## src/rtl/altpll_pll_if.sv

```systemverilog
// Derived-clock bundle between the behavioural PLL and the wrapper that consumes it.
// The PLL drives every signal; the wrapper only observes them.
interface altpll_pll_if;
    logic c0;
    logic c2;
    logic c3;
    logic c4;
    logic locked;

    modport master (output c0, c2, c3, c4, locked);
    modport slave  (input  c0, c2, c3, c4, locked);
endinterface

```

## src/rtl/altpll_pll.sv

```systemverilog
// Behavioural PLL stand-in: integer-divided, phase-offset square waves from inclk0
// plus a sticky lock flag raised after a fixed settling interval.
module altpll_pll #(
    parameter int unsigned DIV0        = 2,
    parameter int unsigned DIV2        = 4,
    parameter int unsigned DIV3        = 5,
    parameter int unsigned DIV4        = 8,
    parameter int unsigned PHASE0      = 0,
    parameter int unsigned PHASE2      = 0,
    parameter int unsigned PHASE3      = 0,
    parameter int unsigned PHASE4      = 0,
    parameter int unsigned LOCK_CYCLES = 16
) (
    input  logic          inclk0,
    input  logic          reset_n,
    altpll_pll_if.master  pll
);

    typedef logic [15:0] cnt_t;

    if (DIV0 < 2 || DIV0 > 65535) begin : g_bad_div0
        $fatal(1, "altpll_pll: DIV0 out of range");
    end
    if (DIV2 < 2 || DIV2 > 65535) begin : g_bad_div2
        $fatal(1, "altpll_pll: DIV2 out of range");
    end
    if (DIV3 < 2 || DIV3 > 65535) begin : g_bad_div3
        $fatal(1, "altpll_pll: DIV3 out of range");
    end
    if (DIV4 < 2 || DIV4 > 65535) begin : g_bad_div4
        $fatal(1, "altpll_pll: DIV4 out of range");
    end
    if (PHASE0 >= DIV0 || PHASE2 >= DIV2 || PHASE3 >= DIV3 || PHASE4 >= DIV4) begin : g_bad_phase
        $fatal(1, "altpll_pll: PHASEk must be below DIVk");
    end
    if (LOCK_CYCLES < 1 || LOCK_CYCLES > 65535) begin : g_bad_lock
        $fatal(1, "altpll_pll: LOCK_CYCLES out of range");
    end

    // High phase is ceil(DIV/2), so odd ratios get the extra cycle high.
    localparam cnt_t LAST0  = cnt_t'(DIV0 - 1);
    localparam cnt_t LAST2  = cnt_t'(DIV2 - 1);
    localparam cnt_t LAST3  = cnt_t'(DIV3 - 1);
    localparam cnt_t LAST4  = cnt_t'(DIV4 - 1);
    localparam cnt_t HIGH0  = cnt_t'(DIV0 - DIV0 / 2);
    localparam cnt_t HIGH2  = cnt_t'(DIV2 - DIV2 / 2);
    localparam cnt_t HIGH3  = cnt_t'(DIV3 - DIV3 / 2);
    localparam cnt_t HIGH4  = cnt_t'(DIV4 - DIV4 / 2);
    localparam cnt_t PH0    = cnt_t'(PHASE0);
    localparam cnt_t PH2    = cnt_t'(PHASE2);
    localparam cnt_t PH3    = cnt_t'(PHASE3);
    localparam cnt_t PH4    = cnt_t'(PHASE4);
    localparam cnt_t LOCK_N = cnt_t'(LOCK_CYCLES);

    function automatic cnt_t wrap_inc(input cnt_t c, input cnt_t last);
        return (c == last) ? '0 : c + 16'd1;
    endfunction

    cnt_t lc;
    cnt_t cnt0, cnt2, cnt3, cnt4;
    logic locked_q;
    logic c0_q, c2_q, c3_q, c4_q;

    cnt_t lc_nxt;
    cnt_t nxt0, nxt2, nxt3, nxt4;

    assign lc_nxt = lc + 16'd1;
    assign nxt0   = wrap_inc(cnt0, LAST0);
    assign nxt2   = wrap_inc(cnt2, LAST2);
    assign nxt3   = wrap_inc(cnt3, LAST3);
    assign nxt4   = wrap_inc(cnt4, LAST4);

    // Divider counters sit at their phase offset until lock, then free-run.
    always_ff @(posedge inclk0) begin
        if (!reset_n) begin
            lc       <= '0;
            locked_q <= 1'b0;
            cnt0     <= PH0;
            cnt2     <= PH2;
            cnt3     <= PH3;
            cnt4     <= PH4;
            c0_q     <= 1'b0;
            c2_q     <= 1'b0;
            c3_q     <= 1'b0;
            c4_q     <= 1'b0;
        end else if (!locked_q) begin
            lc       <= lc_nxt;
            locked_q <= (lc_nxt == LOCK_N);
            cnt0     <= PH0;
            cnt2     <= PH2;
            cnt3     <= PH3;
            cnt4     <= PH4;
            c0_q     <= 1'b0;
            c2_q     <= 1'b0;
            c3_q     <= 1'b0;
            c4_q     <= 1'b0;
        end else begin
            cnt0 <= nxt0;
            cnt2 <= nxt2;
            cnt3 <= nxt3;
            cnt4 <= nxt4;
            c0_q <= (nxt0 < HIGH0);
            c2_q <= (nxt2 < HIGH2);
            c3_q <= (nxt3 < HIGH3);
            c4_q <= (nxt4 < HIGH4);
        end
    end

    assign pll.locked = locked_q;
    assign pll.c0     = c0_q;
    assign pll.c2     = c2_q;
    assign pll.c3     = c3_q;
    assign pll.c4     = c4_q;

endmodule

```

## src/flat_wrapper.sv

```systemverilog
// flat-port wrapper written by rule: the top's interface ports become plain ports
module altpll_pll_flat 
#(
    parameter int unsigned DIV0        = 2,
    parameter int unsigned DIV2        = 4,
    parameter int unsigned DIV3        = 5,
    parameter int unsigned DIV4        = 8,
    parameter int unsigned PHASE0      = 0,
    parameter int unsigned PHASE2      = 0,
    parameter int unsigned PHASE3      = 0,
    parameter int unsigned PHASE4      = 0,
    parameter int unsigned LOCK_CYCLES = 16
)
  (inclk0, reset_n, pll_c0, pll_c2, pll_c3, pll_c4, pll_locked);
  altpll_pll_if pll_i ();
  input  logic inclk0;
  input  logic reset_n;
  output wire logic [$bits(pll_i.c0)-1:0] pll_c0;
  output wire logic [$bits(pll_i.c2)-1:0] pll_c2;
  output wire logic [$bits(pll_i.c3)-1:0] pll_c3;
  output wire logic [$bits(pll_i.c4)-1:0] pll_c4;
  output wire logic [$bits(pll_i.locked)-1:0] pll_locked;
  assign pll_c0 = pll_i.c0;
  assign pll_c2 = pll_i.c2;
  assign pll_c3 = pll_i.c3;
  assign pll_c4 = pll_i.c4;
  assign pll_locked = pll_i.locked;
  altpll_pll #(.DIV0(DIV0), .DIV2(DIV2), .DIV3(DIV3), .DIV4(DIV4), .PHASE0(PHASE0), .PHASE2(PHASE2), .PHASE3(PHASE3), .PHASE4(PHASE4), .LOCK_CYCLES(LOCK_CYCLES)) u_core (.inclk0(inclk0), .reset_n(reset_n), .pll(pll_i));
endmodule
```

## config.mk

```make
export PLATFORM = sky130hd
export DESIGN_NAME = altpll_pll_flat
export DESIGN_NICKNAME = d
export VERILOG_FILES = /design/src/rtl/altpll_pll_if.sv /design/src/rtl/altpll_pll.sv /design/src/flat_wrapper.sv
export SDC_FILE = /design/constraint.sdc
export NUM_CORES = 1
export LEC_CHECK = 0
export CORE_UTILIZATION = 55
export DETAILED_ROUTE_END_ITERATION = 8
export GPL_TIMING_DRIVEN = 0
export PLACE_DENSITY = 0.69
export SLEW_MARGIN = 20
export SYNTH_ARGS = -nofsm -noshare
export SYNTH_HDL_FRONTEND = slang
export SYNTH_SLANG_ARGS = --single-unit
```

## constraint.sdc

```tcl
create_clock -name inclk0 -period 2.4 [get_ports inclk0]
set_clock_uncertainty 0.1 [all_clocks]
set_input_delay 0.36 -clock inclk0 [delete_from_list [all_inputs] [get_ports inclk0]]
set_output_delay 0.36 -clock inclk0 [all_outputs]
set_load 0.005 [all_outputs]
```

# Yosys cells after proc, flatten, opt, wreduce, memory -nomap -nowiden
# Index checks and enable logic that the tools add are counted.
# op_classes
add_sub_neg	5
order_cmp	4
n_eq_ne	5
mux	5
n_reduce_logical	1
# ops
operator	n
adder 16 x 1 -> 16 bit (second input constant)	5
2-to-1 mux 16 bit	4
== test 16 x 3 -> 1 bit (second input constant)	2
less-than comparator 16 x 2 -> 1 bit (second input constant)	2
== test 16 x 1 -> 1 bit (second input constant)	1
== test 16 x 2 -> 1 bit (second input constant)	1
== test 16 x 5 -> 1 bit (second input constant)	1
less-than comparator 16 x 1 -> 1 bit (second input constant)	1
less-than comparator 16 x 3 -> 1 bit (second input constant)	1
AND reduction 2 bit	1
2-to-1 mux 1 bit	1
# word_totals
regBits	85
in_bits	2
output_inout_bits	5
elab_cells	30

# Longest topological paths before layout
# logic_depth
ltp_word	3
ltp_mapped	8
mapped_depth_nobuf	8

# Worst setup path after synthesis
# OpenSTA, ideal clock, no wires.
# synth_path
path_type	flip-flop to flip-flop
start	register u_core.cnt3[0]
end	register u_core.c3_q, in the netlist u_core.pll.c3
setup_time_ns	0.088
t_arrival_ns	1.737
required_time_ns	2.212
setup_slack_ns	0.475
path_stages_with_launch	7
n_path_buf	0
synth_period_minus_slack_ns	1.925
cell_sequence	dfxtp_1 > ha_1 > nand2_1 > nor4_4 > o211ai_1 > a211o_1 > nor4_2
# synth_via
elab_chain_len	3
word_cells_on_any_way	4
classes_between	add/sub (1); order compare (1); eq/ne (1); mux (1)
# synth_lines
element	line	text
start, declared	altpll_pll.sv:60	cnt_t cnt0, cnt2, cnt3, cnt4;
start signal, assigned	altpll_pll.sv:100	cnt3 <= nxt3;
adder 16 x 1 -> 16 bit / == test 16 x 3 -> 1 bit (equally long branches)	altpll_pll.sv:56	return (c == last) ? '0 : c + 16'd1;
2-to-1 mux 16 bit (*)	altpll_pll.sv:56	
less-than comparator 16 x 2 -> 1 bit (*)	altpll_pll.sv:104	c3_q <= (nxt3 < HIGH3);
end signal, assigned	altpll_pll.sv:104	
end, declared	altpll_pll.sv:62	logic c0_q, c2_q, c3_q, c4_q;
# Every way passes the cells marked *; elsewhere a longest branch is shown, timed or not.
# A chain may end at the register's enable or synchronous reset.

# Final worst setup path
# layout_path
start	register u_core.cnt0[0]
end	register u_core.c0_q, in the netlist u_core.pll.c0
# layout_via
elab_chain_len	3
word_cells_on_any_way	4
classes_between	add/sub (1); order compare (1); eq/ne (1); mux (1)
# layout_lines
element	line	text
start, declared	altpll_pll.sv:60	
start signal, assigned	altpll_pll.sv:98	cnt0 <= nxt0;
adder 16 x 1 -> 16 bit / == test 16 x 1 -> 1 bit (equally long branches)	altpll_pll.sv:56	
2-to-1 mux 16 bit (*)	altpll_pll.sv:56	
less-than comparator 16 x 1 -> 1 bit (*)	altpll_pll.sv:102	c0_q <= (nxt0 < HIGH0);
end signal, assigned	altpll_pll.sv:102	
end, declared	altpll_pll.sv:62	
# Marked as above.

==> summary.md <==
| Metric | Value |
|---|---|
| Relative max-transition margin | 0.642 |
| Combinational family with the most area after synthesis | simple AND/OR/NAND/NOR gates |
| VDD IR max | 0.307 mV |
| Starting DRC count in detailed routing | between 100 and 150 |
| Antenna Diode Count | 0 |
| Most frequent standard cell in the layout excluding fill and tap cells | nor2_1 |
| Critical path launch point type | flop |
| Area of the die | about 0.0086 mm^2 |
| Class of the tightest hold or removal check | flop to flop |
| Clock period minus worst slack | 2.23 ns |
| Register-to-Register Path Depth | 7 |
| Cell count of the worst hold path | 1 |
| Series of cell instances along the critical path | ha_1 -> nand4_1 -> nor2_2 -> nand4_1 -> mux2i_1 -> a221oi_1 -> nor4b_1 |
| Slowest library cell on the worst path | dfxtp_1 |
| Crit path kind | flop to flop |
| Biggest area consumer among synthesized cells | dfxtp_1 |
| Proportion of register bits with asynchronous set or reset after synthesis | 0 |
| Top FF cell, synth | dfxtp_1 |
| Average instance area after synthesis | approximately 8.2 um^2 |
| Cell occurring most often along the worst timing path | nand4_1 |
| Number of violations of the max-capacitance limit | 0 |
| Max Transition Viols Final | 0 |
| WL/cell | between 10 and 15 um |
| Ratio of routed vias to standard cells | 5.62 |
| Maximum number of pins on one net before global-route repair | 14 |
| Part of the Yosys area used for sequential elements | 0.376 |
| Leading cell types in the layout, fill and taps excluded | 87 x nor2_1, 85 x dfxtp_1, 46 x xnor2_1 |
| Total clock buffers created by CTS | 9 |
| Net Count, Synth | between 500 and 600 |
| CP max FO | 7 |
| Status | finished clean |
| Post-Route Setup TNS | 0 ns |
| CTS clk-pin slew, worst paths | 0.09 ns |
| Synthesized instance count | around 550 |
| FMAX | 449 MHz |
| Area overhead of the layout relative to synthesis | 9.46% |
| Tightest Pin Transition | 0.533 ns |
| Area share of fa/ha/maj cells after synthesis | 0.0221 |
| Placeable core region | roughly 0.0078 mm^2 |
| First-pass detailed-route iteration total | 4 |
| Final routed DRC violation total | 0 |
| Delay of the slowest cell on the worst path | approximately 0.43 ns |
| # setup viols final | 0 |
| Number of hold violations in the final report | 0 |
| Sinks on Clock Net | 85 |
| Fraction of post-synthesis cell area in the top cell type by area | 0.376 |
| Share of cells above drive strength 1 | 0.0681 |
| Total half-perimeter wirelength after legalization and detailed placement | 6.07 mm |
| Die outline width | 92.7 um |
| H-Tree Level Count | 3 |
| CTS root buffer | clkbuf_8 |
| Synth Cell Area | ~0.0045 mm^2 |
| Post-layout power | 2590 uW |
| Fraction of synthesized area in multiplexers | 0.00885 |
| Hold-fix buffers at CTS | 0 |
| Floorplan die height | about 90 um |
| Via count | about 3,800 |
| Compound-Gate Fraction of Synth Area | 0.0705 |
| Worst endpoint required time | 2.55 ns |
| Clock tree from TritonCTS | done |
| GRT Util Overall | 0.217 |
| # port buffers | 6 |
| Global-route wire length before repair | 15.1 mm |
| Initial antenna violation count | 0 |
| Synth Area in XOR/XNOR | 0.157 |
| Cell count after placement | 659 |
| Clock insertion delay at the later pin of the skew report | about 0.36 ns |
| Leakage component of the power | roughly 0.0017 uW |
| Row count | 32 |
| Hold Worst Slack | 0.372 ns |
| Number of distinct library cell variants in the gate-level netlist after synthesis | slightly below 60 |
| Final WL | about 8.6 mm |
| Layout fillers | roughly 730 |
| Flop and latch count out of synthesis | 85 |
| Number of routed nets with antenna violations | 0 |
| Yosys warning count | 0 |
| Top post-synthesis cells by area | dfxtp_1 38%, xnor2_1 8.9%, nor2_1 7.3%, xor2_1 6.8%, nand3_1 3.4% |
| Endpoint arrival time on the critical path | 2.38 ns |
| Buffers from clock root to sink, at most | 2 |
| Power per standard cell area | ~520 mW/mm^2 |
| Final weighted congestion in routability-driven placement | just under 0.9 |
| Vias in the first global route | ~3,400 |
| Number of synthesized flops with an enable pin | 0 |
| Unrepaired setup endpoints after global routing | no |
| Critical Path End Type | flop |
| Synth Area in Simple Gates | 0.330 |
| Final-stage net count | 578 |
| Number of primary I/O pins | 7 |
| Ratio of final minimum period to clock period | 0.928 |
| Effective utilization at floorplan | 0.577 |
| Global route total overflow | 0 |
| Final std cells w/o fill | around 680 |
-- power by group --
part | switching, uW | leakage (uW) | internal (uW)
logic | 12.2 | 0.000898 | 9.72
registers | 3.98 | 0.000685 | 1410
clock network | 502 | 0.000110 | 645
-- per-stage QoR --
step	instance area (um^2)	worst slack (ns)	utilization
2_1_floorplan	4530	0.475	-
4_1_cts	4940	0.106	0.629
3_3_place_gp	4710	-0.0676	0.601
5_1_grt	4950	0.0243	0.631
6_report	4950	0.172	0.631
3_5_place_dp	4710	-0.0804	0.601
-- synthesized netlist by cell type, types with 2 or more instances --
master,number
a221oi_1,2
nand2b_1,4
clkbuf_1,15
nor3_1,22
or2_2,3
nor4b_1,2
nand4_1,21
inv_1,13
a31oi_1,8
a21boi_0,2
or3_1,9
o21ai_0,9
nand2_1,37
o31ai_1,2
ha_1,8
dfxtp_1,85
xor2_1,35
or4_1,2
nor4_1,14
nand3_1,31
nor2_1,88
and3_1,19
a21oi_1,12
xnor2_1,46
and2_1,17
mux2i_1,4
buf_2,7
and4_1,2
nor2b_1,2
nor3_2,2
-- worst paths after layout --
| kind | from | to | slack (ns) |
|---|---|---|---|
| max reg2reg | u_core.cnt0[0]$_SDFF_PN0_ | u_core.pll.c0$_SDFF_PN0_ | 0.17 |
| min | u_core.cnt2[0]$_SDFF_PP0_ | u_core.cnt2[0]$_SDFF_PP0_ | 0.37 |
| min reg2reg | u_core.cnt2[0]$_SDFF_PP0_ | u_core.cnt2[0]$_SDFF_PP0_ | 0.37 |
| max | u_core.cnt0[0]$_SDFF_PN0_ | u_core.pll.c0$_SDFF_PN0_ | 0.17 |
-- area by class of cell --
class,count,area (um^2),share of cell area
plain buffers,25,115,0.0232
flip-flops and latches,85,1700,0.344
clock inverters,3,67.6,0.0136
well taps,102,128,0.0258
clock buffers,13,159,0.0321
repair buffers,6,60.1,0.0121
multi-input cells,428,2670,0.540
inverters,13,48.8,0.00985
-- worst max-delay path, delay by kind of cell, from the launching register on --
family          cells  cell delay (ns)
fa+ha+maj           1             0.28
compound gates      1             0.30
simple gates        4             0.86
mux                 1             0.17
flops               1             0.43
-- per-layer routing --
metal | vias to the layer above | wire [um] | track usage
met1 | 1766 | 4340 | 0.295
met5 | - | 0 | 0
met2 | 62 | 3870 | 0.348
li1 | 1956 | - | -
met3 | 11 | 256 | 0.0296
met4 | 0 | 135 | 0.0821
-- flip-flops by register name, indices dropped and copies added (netlist names) --
signal	cells
u_core.cnt0	16
u_core.cnt2	16
u_core.cnt3	16
u_core.cnt4	16
u_core.lc	16
u_core.pll.c0	1
u_core.pll.c2	1
u_core.pll.c3	1
u_core.pll.c4	1
u_core.pll.locked	1
-- timing repair --
action                                  4_1_cts  5_1_grt
gates resized for setup                       0        3
buffers inserted                              0        0
endpoints found under the setup margin        0        3
-- logic make-up after synthesis --
logic type,after synthesis
xor+xnor,81
compound gates,49
flops,85
mux,4
buf+inv,38
simple gates,286
fa+ha+maj,8
Power figures use the tool's default switching activity.
